<file path="src/rtl/seq_mult_signed_param_if.sv">
// Handshake and operand bundle for seq_mult_signed_param.
// The master side issues start/operands; the slave side returns busy/done/product.
interface seq_mult_signed_param_if #(
    parameter int WIDTH = 16
);
    logic                   start;
    logic                   signed_mode;
    logic [WIDTH-1:0]       A;
    logic [WIDTH-1:0]       B;
    logic                   busy;
    logic                   done;
    logic [2*WIDTH-1:0]     Q;

    modport master (
        output start, signed_mode, A, B,
        input  busy, done, Q
    );

    modport slave (
        input  start, signed_mode, A, B,
        output busy, done, Q
    );
endinterface

</file>
<file path="src/rtl/seq_mult_signed_param.sv">
// Sequential sign-magnitude shift-and-add multiplier, one WIDTH x WIDTH product per WIDTH+2 cycles.
// Optional macro SEQ_MULT_EARLY_TERM_EN skips trailing zero multiplier bits in a single edge.
module seq_mult_signed_param #(
    parameter int WIDTH = 16
) (
    input  logic                    clk,
    input  logic                    rst,
    seq_mult_signed_param_if.slave  mul_if
);
    localparam int CNT_W = $clog2(WIDTH + 1);

    typedef enum logic [1:0] {
        S_IDLE = 2'd0,
        S_RUN  = 2'd1,
        S_FIX  = 2'd2
    } state_t;

    state_t                 state_q, state_d;
    logic [2*WIDTH:0]       prod_q, prod_d;
    logic [WIDTH-1:0]       mag_a_q, mag_a_d;
    logic                   neg_q, neg_d;
    logic [CNT_W-1:0]       iter_q, iter_d;
    logic [2*WIDTH-1:0]     q_q, q_d;
    logic                   done_q, done_d;
    logic                   busy_q, busy_d;

    logic [WIDTH-1:0]       mag_a_s, mag_b_s;
    logic [WIDTH:0]         upper_sum_s;
    logic                   early_term_s;

    // State and datapath registers; rst aborts any operation in flight.
    always_ff @(posedge clk) begin
        if (rst) begin
            state_q <= S_IDLE;
            prod_q  <= '0;
            mag_a_q <= '0;
            neg_q   <= 1'b0;
            iter_q  <= '0;
            q_q     <= '0;
            done_q  <= 1'b0;
            busy_q  <= 1'b0;
        end else begin
            state_q <= state_d;
            prod_q  <= prod_d;
            mag_a_q <= mag_a_d;
            neg_q   <= neg_d;
            iter_q  <= iter_d;
            q_q     <= q_d;
            done_q  <= done_d;
            busy_q  <= busy_d;
        end
    end

    // Operand magnitudes; the most-negative value maps onto itself as an unsigned magnitude.
    always_comb begin
        mag_a_s = mul_if.A;
        mag_b_s = mul_if.B;
        if (mul_if.signed_mode && mul_if.A[WIDTH-1]) begin
            mag_a_s = -mul_if.A;
        end else begin
            mag_a_s = mul_if.A;
        end
        if (mul_if.signed_mode && mul_if.B[WIDTH-1]) begin
            mag_b_s = -mul_if.B;
        end else begin
            mag_b_s = mul_if.B;
        end
    end

    // Conditional add of the multiplicand into the upper half of the product register.
    always_comb begin
        if (prod_q[0]) begin
            upper_sum_s = prod_q[2*WIDTH:WIDTH] + {1'b0, mag_a_q};
        end else begin
            upper_sum_s = prod_q[2*WIDTH:WIDTH];
        end
    end

`ifdef SEQ_MULT_EARLY_TERM_EN
    // Detect that every multiplier bit still waiting to be processed is zero.
    always_comb begin
        early_term_s = 1'b1;
        for (int i = 0; i < WIDTH; i++) begin
            if ((i < int'(iter_q)) && prod_q[i]) begin
                early_term_s = 1'b0;
            end else begin
                early_term_s = early_term_s;
            end
        end
    end
`else
    assign early_term_s = 1'b0;
`endif

    // Next-state logic.
    always_comb begin
        state_d = state_q;
        case (state_q)
            S_IDLE: begin
                if (mul_if.start) begin
                    state_d = S_RUN;
                end else begin
                    state_d = S_IDLE;
                end
            end
            S_RUN: begin
                if (early_term_s || (iter_q == CNT_W'(1))) begin
                    state_d = S_FIX;
                end else begin
                    state_d = S_RUN;
                end
            end
            S_FIX:   state_d = S_IDLE;
            default: state_d = S_IDLE;
        endcase
    end

    // Datapath and output next values.
    always_comb begin
        prod_d  = prod_q;
        mag_a_d = mag_a_q;
        neg_d   = neg_q;
        iter_d  = iter_q;
        q_d     = q_q;
        done_d  = 1'b0;
        busy_d  = (state_d != S_IDLE);
        case (state_q)
            S_IDLE: begin
                if (mul_if.start) begin
                    mag_a_d = mag_a_s;
                    neg_d   = mul_if.signed_mode & (mul_if.A[WIDTH-1] ^ mul_if.B[WIDTH-1]);
                    prod_d  = {{(WIDTH+1){1'b0}}, mag_b_s};
                    iter_d  = CNT_W'(WIDTH);
                end else begin
                    prod_d  = prod_q;
                    iter_d  = iter_q;
                end
            end
            S_RUN: begin
`ifdef SEQ_MULT_EARLY_TERM_EN
                if (early_term_s) begin
                    prod_d = prod_q >> iter_q;
                    iter_d = '0;
                end else begin
                    prod_d = {upper_sum_s, prod_q[WIDTH-1:0]} >> 1;
                    iter_d = iter_q - CNT_W'(1);
                end
`else
                prod_d = {upper_sum_s, prod_q[WIDTH-1:0]} >> 1;
                iter_d = iter_q - CNT_W'(1);
`endif
            end
            S_FIX: begin
                if (neg_q) begin
                    q_d = -prod_q[2*WIDTH-1:0];
                end else begin
                    q_d = prod_q[2*WIDTH-1:0];
                end
                done_d = 1'b1;
            end
            default: begin
                done_d = 1'b0;
            end
        endcase
    end

    assign mul_if.busy = busy_q;
    assign mul_if.done = done_q;
    assign mul_if.Q    = q_q;

endmodule
</file>
<file path="src/flat_wrapper.sv">
// flat-port wrapper written by rule: the top's interface ports become plain ports
module seq_mult_signed_param_flat 
#(
    parameter int WIDTH = 16
)
  (clk, rst, mul_if_start, mul_if_signed_mode, mul_if_A, mul_if_B, mul_if_busy, mul_if_done, mul_if_Q);
  seq_mult_signed_param_if #(.WIDTH(WIDTH)) mul_if_i ();
  input  logic clk;
  input  logic rst;
  input wire logic [$bits(mul_if_i.start)-1:0] mul_if_start;
  input wire logic [$bits(mul_if_i.signed_mode)-1:0] mul_if_signed_mode;
  input wire logic [$bits(mul_if_i.A)-1:0] mul_if_A;
  input wire logic [$bits(mul_if_i.B)-1:0] mul_if_B;
  output wire logic [$bits(mul_if_i.busy)-1:0] mul_if_busy;
  output wire logic [$bits(mul_if_i.done)-1:0] mul_if_done;
  output wire logic [$bits(mul_if_i.Q)-1:0] mul_if_Q;
  assign mul_if_i.start = mul_if_start;
  assign mul_if_i.signed_mode = mul_if_signed_mode;
  assign mul_if_i.A = mul_if_A;
  assign mul_if_i.B = mul_if_B;
  assign mul_if_busy = mul_if_i.busy;
  assign mul_if_done = mul_if_i.done;
  assign mul_if_Q = mul_if_i.Q;
  seq_mult_signed_param #(.WIDTH(WIDTH)) u_core (.clk(clk), .rst(rst), .mul_if(mul_if_i));
endmodule
</file>
<file path="config.mk">
export PLATFORM = sky130hd
export DESIGN_NAME = seq_mult_signed_param_flat
export DESIGN_NICKNAME = d
export VERILOG_FILES = /design/src/rtl/seq_mult_signed_param_if.sv /design/src/rtl/seq_mult_signed_param.sv /design/src/flat_wrapper.sv
export SDC_FILE = /design/constraint.sdc
export NUM_CORES = 1
export LEC_CHECK = 0
export CAP_MARGIN = 5
export CORE_ASPECT_RATIO = 0.6
export CORE_UTILIZATION = 50
export CTS_BUF_LIST = sky130_fd_sc_hd__clkbuf_4 sky130_fd_sc_hd__clkbuf_8
export DETAILED_ROUTE_END_ITERATION = 8
export GPL_TIMING_DRIVEN = 0
export PLACE_DENSITY = 0.84
export REMOVE_ABC_BUFFERS = 1
export SKIP_LAST_GASP = 1
export SLEW_MARGIN = 25
export SYNTH_ARGS = -nofsm -noshare
export SYNTH_HDL_FRONTEND = slang
export SYNTH_SLANG_ARGS = --single-unit
</file>
<file path="constraint.sdc">
create_clock -name clk -period 3.12 [get_ports clk]
set_clock_uncertainty 0.05 [all_clocks]
set_input_delay 0.468 -clock clk [delete_from_list [all_inputs] [get_ports clk]]
set_output_delay 0.468 -clock clk [all_outputs]
set_load 0.005 [all_outputs]
</file>
### Word-level counts from Yosys, hierarchy flattened

Cells that the tools add are included.

| storage, ports and cells | value |
|---|---|
| register bits | 91 |
| input bits | 36 |

| cells by class | value |
|---|---|
| add/subtract/negate cells | 5 |
| eq/ne operators | 4 |
| muxes and demuxes | 12 |
| bitwise logic cells | 2 |
| reductions and logical operators | 7 |

Operator list:

| cell | count |
|---|---|
| $pmux W33 S2 | 1 |
| $mux W33 | 1 |
| $mux W16 | 2 |
| $mux W32 | 1 |
| $neg A16 Y16 | 2 |
| $neg A32 Y32 | 1 |
| $add A17 B16 Y17 | 1 |
| $mux W17 | 1 |
| $pmux W5 S2 | 1 |
| $eq A5 B1 Y1 const B | 1 |
| $mux W5 | 1 |
| $sub A5 B1 Y5 const B | 1 |
| $pmux W2 S2 | 1 |
| $reduce_and A2 Y1 | 2 |
| $reduce_bool A2 Y1 | 2 |
| $eq A2 B1 Y1 const B | 1 |
| $eq A2 B2 Y1 const B | 1 |
| $logic_and A1 B1 Y1 | 2 |
| $logic_not A2 Y1 | 1 |
| $mux W1 | 2 |
| $mux W2 | 1 |
| $ne A2 B2 Y1 const B | 1 |
| $and A1 B1 Y1 | 1 |
| $xor A1 B1 Y1 | 1 |

### Longest topological paths before layout

| depth | value |
|---|---|
| depth after elaboration | 4 |
| gate-level depth with buffers | 9 |
| mapped depth without buffers | 9 |

### Worst setup path before layout

No wires, ideal clock.

| timing | value |
|---|---|
| path type | reg2reg |
| start point | register u_core.prod_q[16] |
| end point | register u_core.prod_q[31] |
| setup time | 114 ps |
| arrival time | 2192 ps |
| path slack | 763 ps |
| cell stages (with the launch flop) | 10 |
| period minus slack after synthesis | 2357 ps |
| cell sequence | dfxtp_1 -> ha_1 -> inv_1 -> fa_1 -> nor2b_1 -> o31a_1 -> o21ai_0 -> o21ai_0 -> nand4_1 -> a2111oi_0 |

| on the way | value |
|---|---|
| longest elaborated chain between the ends | 3 |

RTL lines:

| what | RTL line | RTL |
|---|---|---|
| from (decl) | seq_mult_signed_param.sv:19 | `logic [2*WIDTH:0] prod_q, prod_d;` |
| from (signal assigned) | seq_mult_signed_param.sv:44 | `prod_q <= prod_d;` |
| $add A17 B16 Y17 | seq_mult_signed_param.sv:73 | `upper_sum_s = prod_q[2*WIDTH:WIDTH] + {1'b0, mag_a_q};` |
| $mux W17 | seq_mult_signed_param.sv:72 | `if (prod_q[0]) begin` |
| $pmux W33 S2 | seq_mult_signed_param.sv:127 | `case (state_q)` |

Every way passes these cells.
A chain may end at the register's enable or synchronous reset.

### Worst setup path after layout

Same ends and word-level chain as after synthesis.

==> impl_metrics.csv <==
group,metric,value,unit
clock_tree,clockRootBuffer,"clkbuf_8",
placement,placed_cell_area,6010,µm²
layout,antennaDiodeCount,0,
clock_tree,cts-resized-gates,0,
layout,final_cell_mix,"dfxtp_1 (89), nor2_1 (79), clkdlybuf4s50_1 (68), nand2_1 (53), o21ai_0 (47)",
global_routing,grtUsageTotal,26.8,%
layout,nNetsFinal,751,
global_routing,grt_pass1_vias,4400,
synthesis,synth_cells,643,
floorplan,start_util,52.3,%
clock_tree,numCtsBuffers,9,
layout,ff_latch_area,1800,µm²
drt,route.final.wire_length,14200,µm
layout,final_util,62.2,%
setup_path,path_class,"reg -> reg",
run_status,status,"complete, no violations",
synthesis,synth_area_per_cell,8.16,µm²
setup_path,cp.required,3330,ps
sta,finalSetupViolCount,0,
global_routing,antenna_found_initial,0,
sta,setup-tns-final,0,ps
layout,drive_gt1_share,5.59,%
drt,via_count,5007,
synthesis,synth_seq_cells,90,
floorplan,die_h,81.3,µm
global_routing,grt_pass1_wl,22700,µm
min_path,hold_path_class,"reg -> reg",
drt,ant_nets,0,
setup_path,critPathCaptureType,"flop",
drt,drc_errors,0,
setup_path,worstSetupStartpointType,"flop",
placement,hpwl,10800,µm
synthesis,ys_warn_count,0,
layout,final_cell_area,6230,µm²
clock_tree,cts_hold_buf,0,
synthesis,yosysTopAreaCell,"dfxtp_1",
power_and_ir_drop,p_leak,2.17,nW
floorplan,design.core.area,10000,µm²
synthesis,yosys.area.top_type_share,34.4,%
clock_tree,cts_buffer_depth,2,
sta,max_freq,340,MHz
clock_tree,clk-insertion-delay-late,370,ps
synthesis,yosys-top-cells-area,"dfxtp_1 (34%), xor2_1 (5.8%), nor2_1 (5.7%)",
sta,tightest_slew,908,ps
drt,wl_per_cell,17.0,µm
floorplan,die_w,134,µm
sta,worst_slack,183,ps
layout,multi_input_area,3270,µm²
placement,dp.cells,817,
synthesis,synth_edf_count,0,
layout,fill_cells,855,
sta,grt_setup_unrepaired,"false",
sta,fin_crit_sh,94.1,%
sta,maxSlewHeadroom,39.2,%
sta,slew_violations,0,
floorplan,dieArea,10900,µm²
clock_tree,cts.htree.levels,3,
drt,first_iter_violations,414,
setup_path,cp_max_fo,7,
synthesis,synthFlopType,"dfxtp_1",
layout,syn_to_final_growth,18.8,%
global_routing,overflow,0,
layout,instances_no_fill,833,
sta,min_period,2940,ps
floorplan,num_rows,28,
layout,final_common_cell,"dfxtp_1",
synthesis,seq_area_frac_synth,34.4,%
global_routing,grt_max_degree,69,
sta,hold_viol,0,
placement,gp_congestion,0.862,
clock_tree,post_cts_buffers,0,
setup_path,arrival,3150,ps
floorplan,io_pins,70,
clock_tree,cts_tree,"yes",
power_and_ir_drop,power.density,458,nW/µm²
synthesis,synth_area,5240,µm²
clock_tree,clk_pin_slew_worst_paths,90,ps
synthesis,synthArstFlopShare,0,%
drt,via_per_inst,6.01,
placement,port-buffer-count,69,
synthesis,synthDistinctLibCells,61,
drt,dr.pass1.iters,5,
power_and_ir_drop,ir_worst_vdd,0.000384,V
job,drv_cap,0,
clock_tree,clock-sinks,90,
placement,dp_slack,248,ps
[layer usage]
metal  part of all wire (%)  track usage, %  vias to the layer above
met1                     48            39.9                     2327
met2                     42            40.0                      228
li1                       -               -                     2439
met4                   0.66            5.62                        0
met5                      0               0                        -
met3                    9.4            4.87                       13
[cell usage after synthesis, drive strengths merged (4+ instances only)]
cell    instances
nand3          13
a21oi          38
mux2i           5
o22ai           8
o21ai          53
nor2           79
o41ai           4
a31oi           4
nand4           4
dfxtp          90
a222oi          4
nor3b           4
ha             21
or4             8
a211oi         31
nor2b           7
xor2           35
a22oi          21
clkbuf         29
xnor2          27
o31ai          12
nand2          53
inv            18
nor4            4
nor3           15
or3            10
nand2b          7
[report_power, final]
part	internal (mW)	leakage [nW]	switching [mW]
Sequential	1.22	0.733	0.113
Clock	0.463	0.110	0.430
Combinational	0.259	1.32	0.366
[through the flow]
stage          hold WS, ps  total power, mW
2_1_floorplan          380             1.73
3_3_place_gp           384             1.93
3_5_place_dp           393             1.97
4_1_cts                406             2.83
5_1_grt                418             2.99
6_report               403             2.85
[area by class of cell]
type,count,area share [%]
multi-input combinational,504,52.4
timing repair buffer,70,11.3
clock buffer,10,2.11
tap,135,2.71
clock inverter,6,1.45
inverter,18,1.08
sequential,90,28.9
[cell families after synthesis]
logic type      count (synthesis)  share of synthesized area, %
compound gates                198                          24.8
simple gates                  215                          20.1
buf+inv                        49                          3.53
mux                             7                          1.38
flops                          90                          34.4
fa+ha+maj                      22                          5.39
xor+xnor                       62                          10.4
[critical path: stages, from the launching register on]
cell,delay [ps]
dfxtp_1,490
ha_1,250
inv_1,70
fa_1,380
nor2b_1,230
o31a_1,240
o21ai_0,230
o21ai_0,380
nand4_1,140
a2111oi_0,390
[flip-flops by register name (all words and copies together) (netlist names)]
register            flops
u_core.neg_q            1
u_core.iter_q           5
u_core.mul_if.Q        32
u_core.prod_q          32
u_core.state_q          2
u_core.mul_if.busy      1
u_core.mul_if.done      1
u_core.mag_a_q         16
[worst paths after layout]
path | cells past startpoint | end | startpoint | slack [ps]
hold reg to reg | 2 | u_core.mul_if.Q[29]$_SDFFE_PP0P_ | u_core.mul_if.Q[29]$_SDFFE_PP0P_ | 400
setup reg to reg | 9 | u_core.prod_q[31]$_SDFFE_PP0P_ | u_core.prod_q[16]$_SDFFE_PP0P_ | 180
setup / recovery | 9 | u_core.prod_q[31]$_SDFFE_PP0P_ | u_core.prod_q[16]$_SDFFE_PP0P_ | 180
hold / removal | 2 | u_core.mul_if.Q[29]$_SDFFE_PP0P_ | u_core.mul_if.Q[29]$_SDFFE_PP0P_ | 400
Note: power is estimated with default switching activity, not from simulation.
==> patch 1: new RTL, same settings <==
Encoding of `state_t`: now one-hot (3 bits for 3 states).
--- a/src/rtl/seq_mult_signed_param.sv
+++ b/src/rtl/seq_mult_signed_param.sv
@@ -11,6 +11,6 @@
 
-    typedef enum logic [1:0] {
-        S_IDLE = 2'd0,
-        S_RUN  = 2'd1,
-        S_FIX  = 2'd2
+    typedef enum logic [2:0] {
+        S_IDLE = 3'b001,
+        S_RUN  = 3'b010,
+        S_FIX  = 3'b100
     } state_t;
Check against the original RTL: no difference found for any inputs over 10 cycles, from zero or initial values and one cycle with rst high; not proved beyond that.
==> patch 1 against the original RTL <==
- routed wire length increased by 18%
- sequential cell count increased by 1
- total power decreased by 9.0%
- synthesized area increased by 8.5%
- global-route usage increased by 1.7 points
- critical path type unchanged
- largest power group unchanged
- count of clock-buffer cells in the layout decreased by 1
- fmax increased by 3.2%
- critical endpoint is now u_core.mul_if.Q[28]
- worst setup slack improved by 0.090 ns
- synthesized cell count increased by 11%
- design area increased by 7.2%
- sequential power decreased by 5%
==> patch 1: results (changes against the original RTL) <==
stage;metric;value;unit;change
drt;wl_met3;1630;um;+23%
grt;grt_pass1_vias;5336;;+21%
drt;routedWlPerCell;18.5;um;+9.0%
grt;grt_usage;28.5;%;+1.7 points
grt;grt_util_met3;6.85;%;+2.0 points
worst_setup_path;cp-startpoint;u_core.state_q[2];;
yosys;postSynthCellCount;716;;+11%
pwr;powerDensity;388;mW/mm2;-15%
grt;grt_pass1_wl;26700;um;+18%
worst_setup_path;cpPeakStageDelay;0.61;ns;+0.12 ns
worst_setup_path;arrival;3.10;ns;-0.05 ns
pwr;switching_power;0.811;mW;-11%
worst_setup_path;crit_fanout;17;;+10
worst_setup_path;cp_slowest_cell;nor3_2;;
cells_and_area;drive_gt1_share;6.56;%;+0.97 points
yosys;synthDistinctLibCells;66;;+8.2%
pwr;seqPwrFrac;49.1;%;+2.3 points
run_status;status;finished clean;;
yosys;synth_commonest_cells;91 x dfxtp_1, 66 x nor2_1, 61 x nand2_1;;
drt;drt_wl_total;16700;um;+18%
yosys;yosys-top-cells-area;dfxtp_1 32%, xor2_1 5.7%, ha_1 4.6%;;
cells_and_area;nFillCells;958;;+12%
pwr;combinationalPower;0.543;mW;-13%
sta;period_needed;2.85;ns;-0.0905 ns
grt;grt_max_degree;50;;-28%
placed_design;gp_congestion;0.868;;+0.71%
## patch 1: changes by cell type after synthesis, moves of 7 or more
cell | before | now
a22oi_1 | 21 | 13
a21oi_1 | 38 | 50
a31oi_1 | 4 | 14
o31ai_1 | 9 | 16
xnor2_1 | 27 | 18
clkbuf_1 | 29 | 45
nand2_1 | 53 | 61
nor2_1 | 79 | 66
## patch 1: kinds of logic after synthesis
kind of cell | share of synthesized area [%]
simple gates | 21.2
compound gates | 27.8
flops | 32.0
buf+inv | 4.62
xor+xnor | 8.47
fa+ha+maj | 4.97
mux | 0.880
## patch 1: area by class of cell
class	instances	area [um2]	area share (%)
sequential	91	1820	27.3
multi-input combinational	557	3640	54.5
timing repair buffer	79	783	11.7
inverter	20	75.1	1.12
tap	139	174	2.60
clock inverter	6	57.6	0.862
clock buffer	9	124	1.86
## patch 1: worst min path at each step
| stage | end | slack [ns] | startpoint |
|---|---|---|---|
| 6_report | u_core.mul_if.Q[23] | 0.41 | u_core.mul_if.Q[23] |
| 5_1_grt | u_core.mag_a_q[15] | 0.44 | rst |
| 4_1_cts | u_core.mul_if.Q[29] | 0.41 | u_core.mul_if.Q[29] |
| 3_5_place_dp | u_core.mul_if.Q[29] | 0.40 | u_core.mul_if.Q[29] |
| 3_3_place_gp | u_core.mul_if.Q[24] | 0.39 | u_core.mul_if.Q[24] |
| 2_1_floorplan | u_core.mag_a_q[15] | 0.38 | u_core.mag_a_q[15] |
## patch 1: worst register-to-register path, cell delays in order, from the launching register on
cell and delay (ns):
dfxtp_1 0.51, inv_1 0.13, nor3_2 0.61, buf_4 0.32
buf_4 0.22, nand2b_1 0.38, inv_1 0.29, a32oi_1 0.14
nand3_1 0.14
==> patch 2: new RTL, same settings <==
Without the edit above. Build with the macro `SEQ_MULT_EARLY_TERM_EN` defined.
--- a/src/rtl/seq_mult_signed_param.sv
+++ b/src/rtl/seq_mult_signed_param.sv
@@ -2,2 +2,4 @@
 // Optional macro SEQ_MULT_EARLY_TERM_EN skips trailing zero multiplier bits in a single edge.
+`define SEQ_MULT_EARLY_TERM_EN
+
 module seq_mult_signed_param #(
Check against the original RTL: not equivalent (a bounded check fails within 4 cycles, from zero or initial values and one cycle with rst high).
==> patch 2 against the original RTL <==
- clock power down 4.4%
- sequential cell count up 1
- worst setup slack got worse by 0.076 ns
- synthesized area grew 48%
- largest power group is now combinational cells
- design area grew 41%
- die area grew 47%
- critical path type unchanged
- utilization fell by 3.1 points
- routed wire length rose by 70%
- sequential share of layout area decreased by 7.9 points
- first-iteration DRC count grew to 2.6 times the old value
- critical endpoint unchanged
- total power grew to 3.0 times the old value
- sequential power increased by 83%
- via count is 55% higher
- largest cell class unchanged
==> patch 2: results (changes against the original RTL) <==
stage;metric;value;unit;change
sta;slew_headroom;35.8;%;-3.4 points
worst_setup_path;reg2reg_slack;0.11;ns;-0.08 ns
cells_and_area;nFillCells;1355;;+58%
run_status;status;finished clean;;
drt;drt_wl_total;24100;um;+70%
placed_design;gp_congestion;0.971;;+13%
min_path;hp-start;rst;;
grt;grt_util_met3;9.64;%;+4.8 points
pwr;power.leakage;3.16;nW;+46%
grt;grt_max_degree;60;;-13%
cells_and_area;top_register;u_core.prod_q;;
yosys;yosysSeqAreaShare;23.4;%;-11 points
drt;vias_per_cell;6.60;;+9.8%
min_path;min_to;u_core.iter_q[0];;
cts;clockRootBuffer;clkbuf_8;;
cts;clkLatencyLatePin;0.39;ns;+0.02 ns
worst_setup_path;crit-reg2reg-launch;u_core.prod_q[18];;
grt;grt_usage;30.0;%;+3.2 points
worst_setup_path;reg2regPathDepth;8;;-1
cts;ctsResizeCount;7;;+7
grt;use_met1;45.8;%;+6.0 points
placed_design;place_area;0.00843;mm2;+40%
placed_design;dp_hpwl;16900;um;+56%
drt;dr.pass1.iters;5;;unchanged
cells_and_area;fin_nets;1033;;+38%
worst_setup_path;crit_fanout;11;;+4
yosys;synth_flop_cell;dfxtp_1;;
cells_and_area;diodes;0;;unchanged
pwr;ir_drop;0.467;mV;+22%
yosys;yosys-top-cells-area;dfxtp_1 23%, mux4_2 8.1%, nor2_1 5.9%;;
worst_setup_path;arrival;3.24;ns;+0.09 ns
yosys;synth_commonest_cells;122 x nor2_1, 96 x nand2_1, 91 x dfxtp_1;;
min_path;hold_class;primary input to flop;;
grt;grt_pass1_wl;37800;um;+67%
grt;grt_pass1_vias;6947;;+58%
pwr;switching_power;4.46;mW;+390%
cts;h-tree-depth;3;;unchanged
yosys;synthDistinctLibCells;80;;+31%
cts;cts_setup_buffers;5;;+5
grt;gr-usage-met2;40.2;%;+0.23 points
drt;drt_iter0_drc;1067;;+160%
cells_and_area;drive_gt1_share;11.5;%;+6.0 points
worst_setup_path;worstReg2RegEnd;u_core.prod_q[31];;
==> patch 2: cell types whose count changed after synthesis, moves of 9 or more <==
cell and delta:
nand2_1 +43, nor2_1 +43, clkbuf_1 +40, a21oi_1 +33, mux2i_1 +28, mux4_2 +28
a211oi_1 +18, a22oi_1 -18, buf_2 +16, mux2_2 +13, nand3_1 +13, a31oi_1 +9
==> patch 2: critical path: stages, from the launching register on <==
cell and delay (ns):
dfxtp_1 0.70, ha_1 0.40, a211oi_1 0.39, o21ai_0 0.29, nand4_1 0.18, a31oi_1 0.21, a221oi_1 0.36, mux2i_1 0.23
nand3_1 0.09
==> patch 2: power groups by stage <==
stage	logic, mW	clock network, mW	registers [mW]
2_1_floorplan	3.42	0	2.17
3_5_place_dp	4.82	0	2.48
6_report	5.40	0.854	2.43
5_1_grt	5.81	0.892	2.48
4_1_cts	5.09	0.861	2.38
3_3_place_gp	4.13	0	2.41
==> patch 2: worst max path at each step <==
stage | startpoint | endpoint | slack (ns) | cells past startpoint
after CTS | u_core.iter_q[4] | u_core.prod_q[12] | 0.005 | 8
after global placement | u_core.iter_q[0] | u_core.prod_q[16] | -3.02 | 8
after floorplan | u_core.iter_q[0] | u_core.prod_q[5] | -1.26 | 8
final | u_core.prod_q[18] | u_core.prod_q[31] | 0.11 | 8
after global routing | u_core.prod_q[16] | u_core.prod_q[31] | 0.004 | 9
after detailed placement | u_core.iter_q[0] | u_core.prod_q[15] | -0.86 | 10
==> patch 2: cell type report <==
cell class	instances	area, um2	share of cell area (%)
clock buffers	10	138	1.57
flip-flops and latches	91	1850	21.1
well taps	198	248	2.83
clock inverters	6	65.1	0.742
repair inverters	1	5.00	0.0571
multi-input cells	772	5500	62.8
inverters	17	75.1	0.857
repair buffers	82	886	10.1
==> patch 2: layer usage <==
| layer | wire length (um) | vias to the layer above |
|---|---|---|
| li1 | - | 3592 |
| met1 | 10700 | 3585 |
| met2 | 9260 | 547 |
| met3 | 3740 | 47 |
| met4 | 364 | 0 |
| met5 | 0 | - |
==> patch 2: through the flow <==
stage	hold WS [ns]	cells	setup slack [ns]	TNS [ns]
after floorplan	0.380	880	-1.26	-38.32
after global placement	0.387	1147	-3.02	-114.91
after detailed placement	0.394	1154	-0.857	-14.49
after CTS	0.364	1175	0.00498	0
after global routing	0.384	1177	0.00436	0
final	0.369	1177	0.107	0
==> patch 2: cells by family after synthesis <==
kind of cell	Yosys count	synth area share [%]
flip-flops	91	23.4
AND/OR/NAND/NOR	322	19.0
XOR/XNOR	63	7.09
AO/OA/AOI/OAI	284	24.5
buffers and inverters	115	6.32
adder cells (fa/ha/maj)	23	3.79
multiplexers	80	15.9
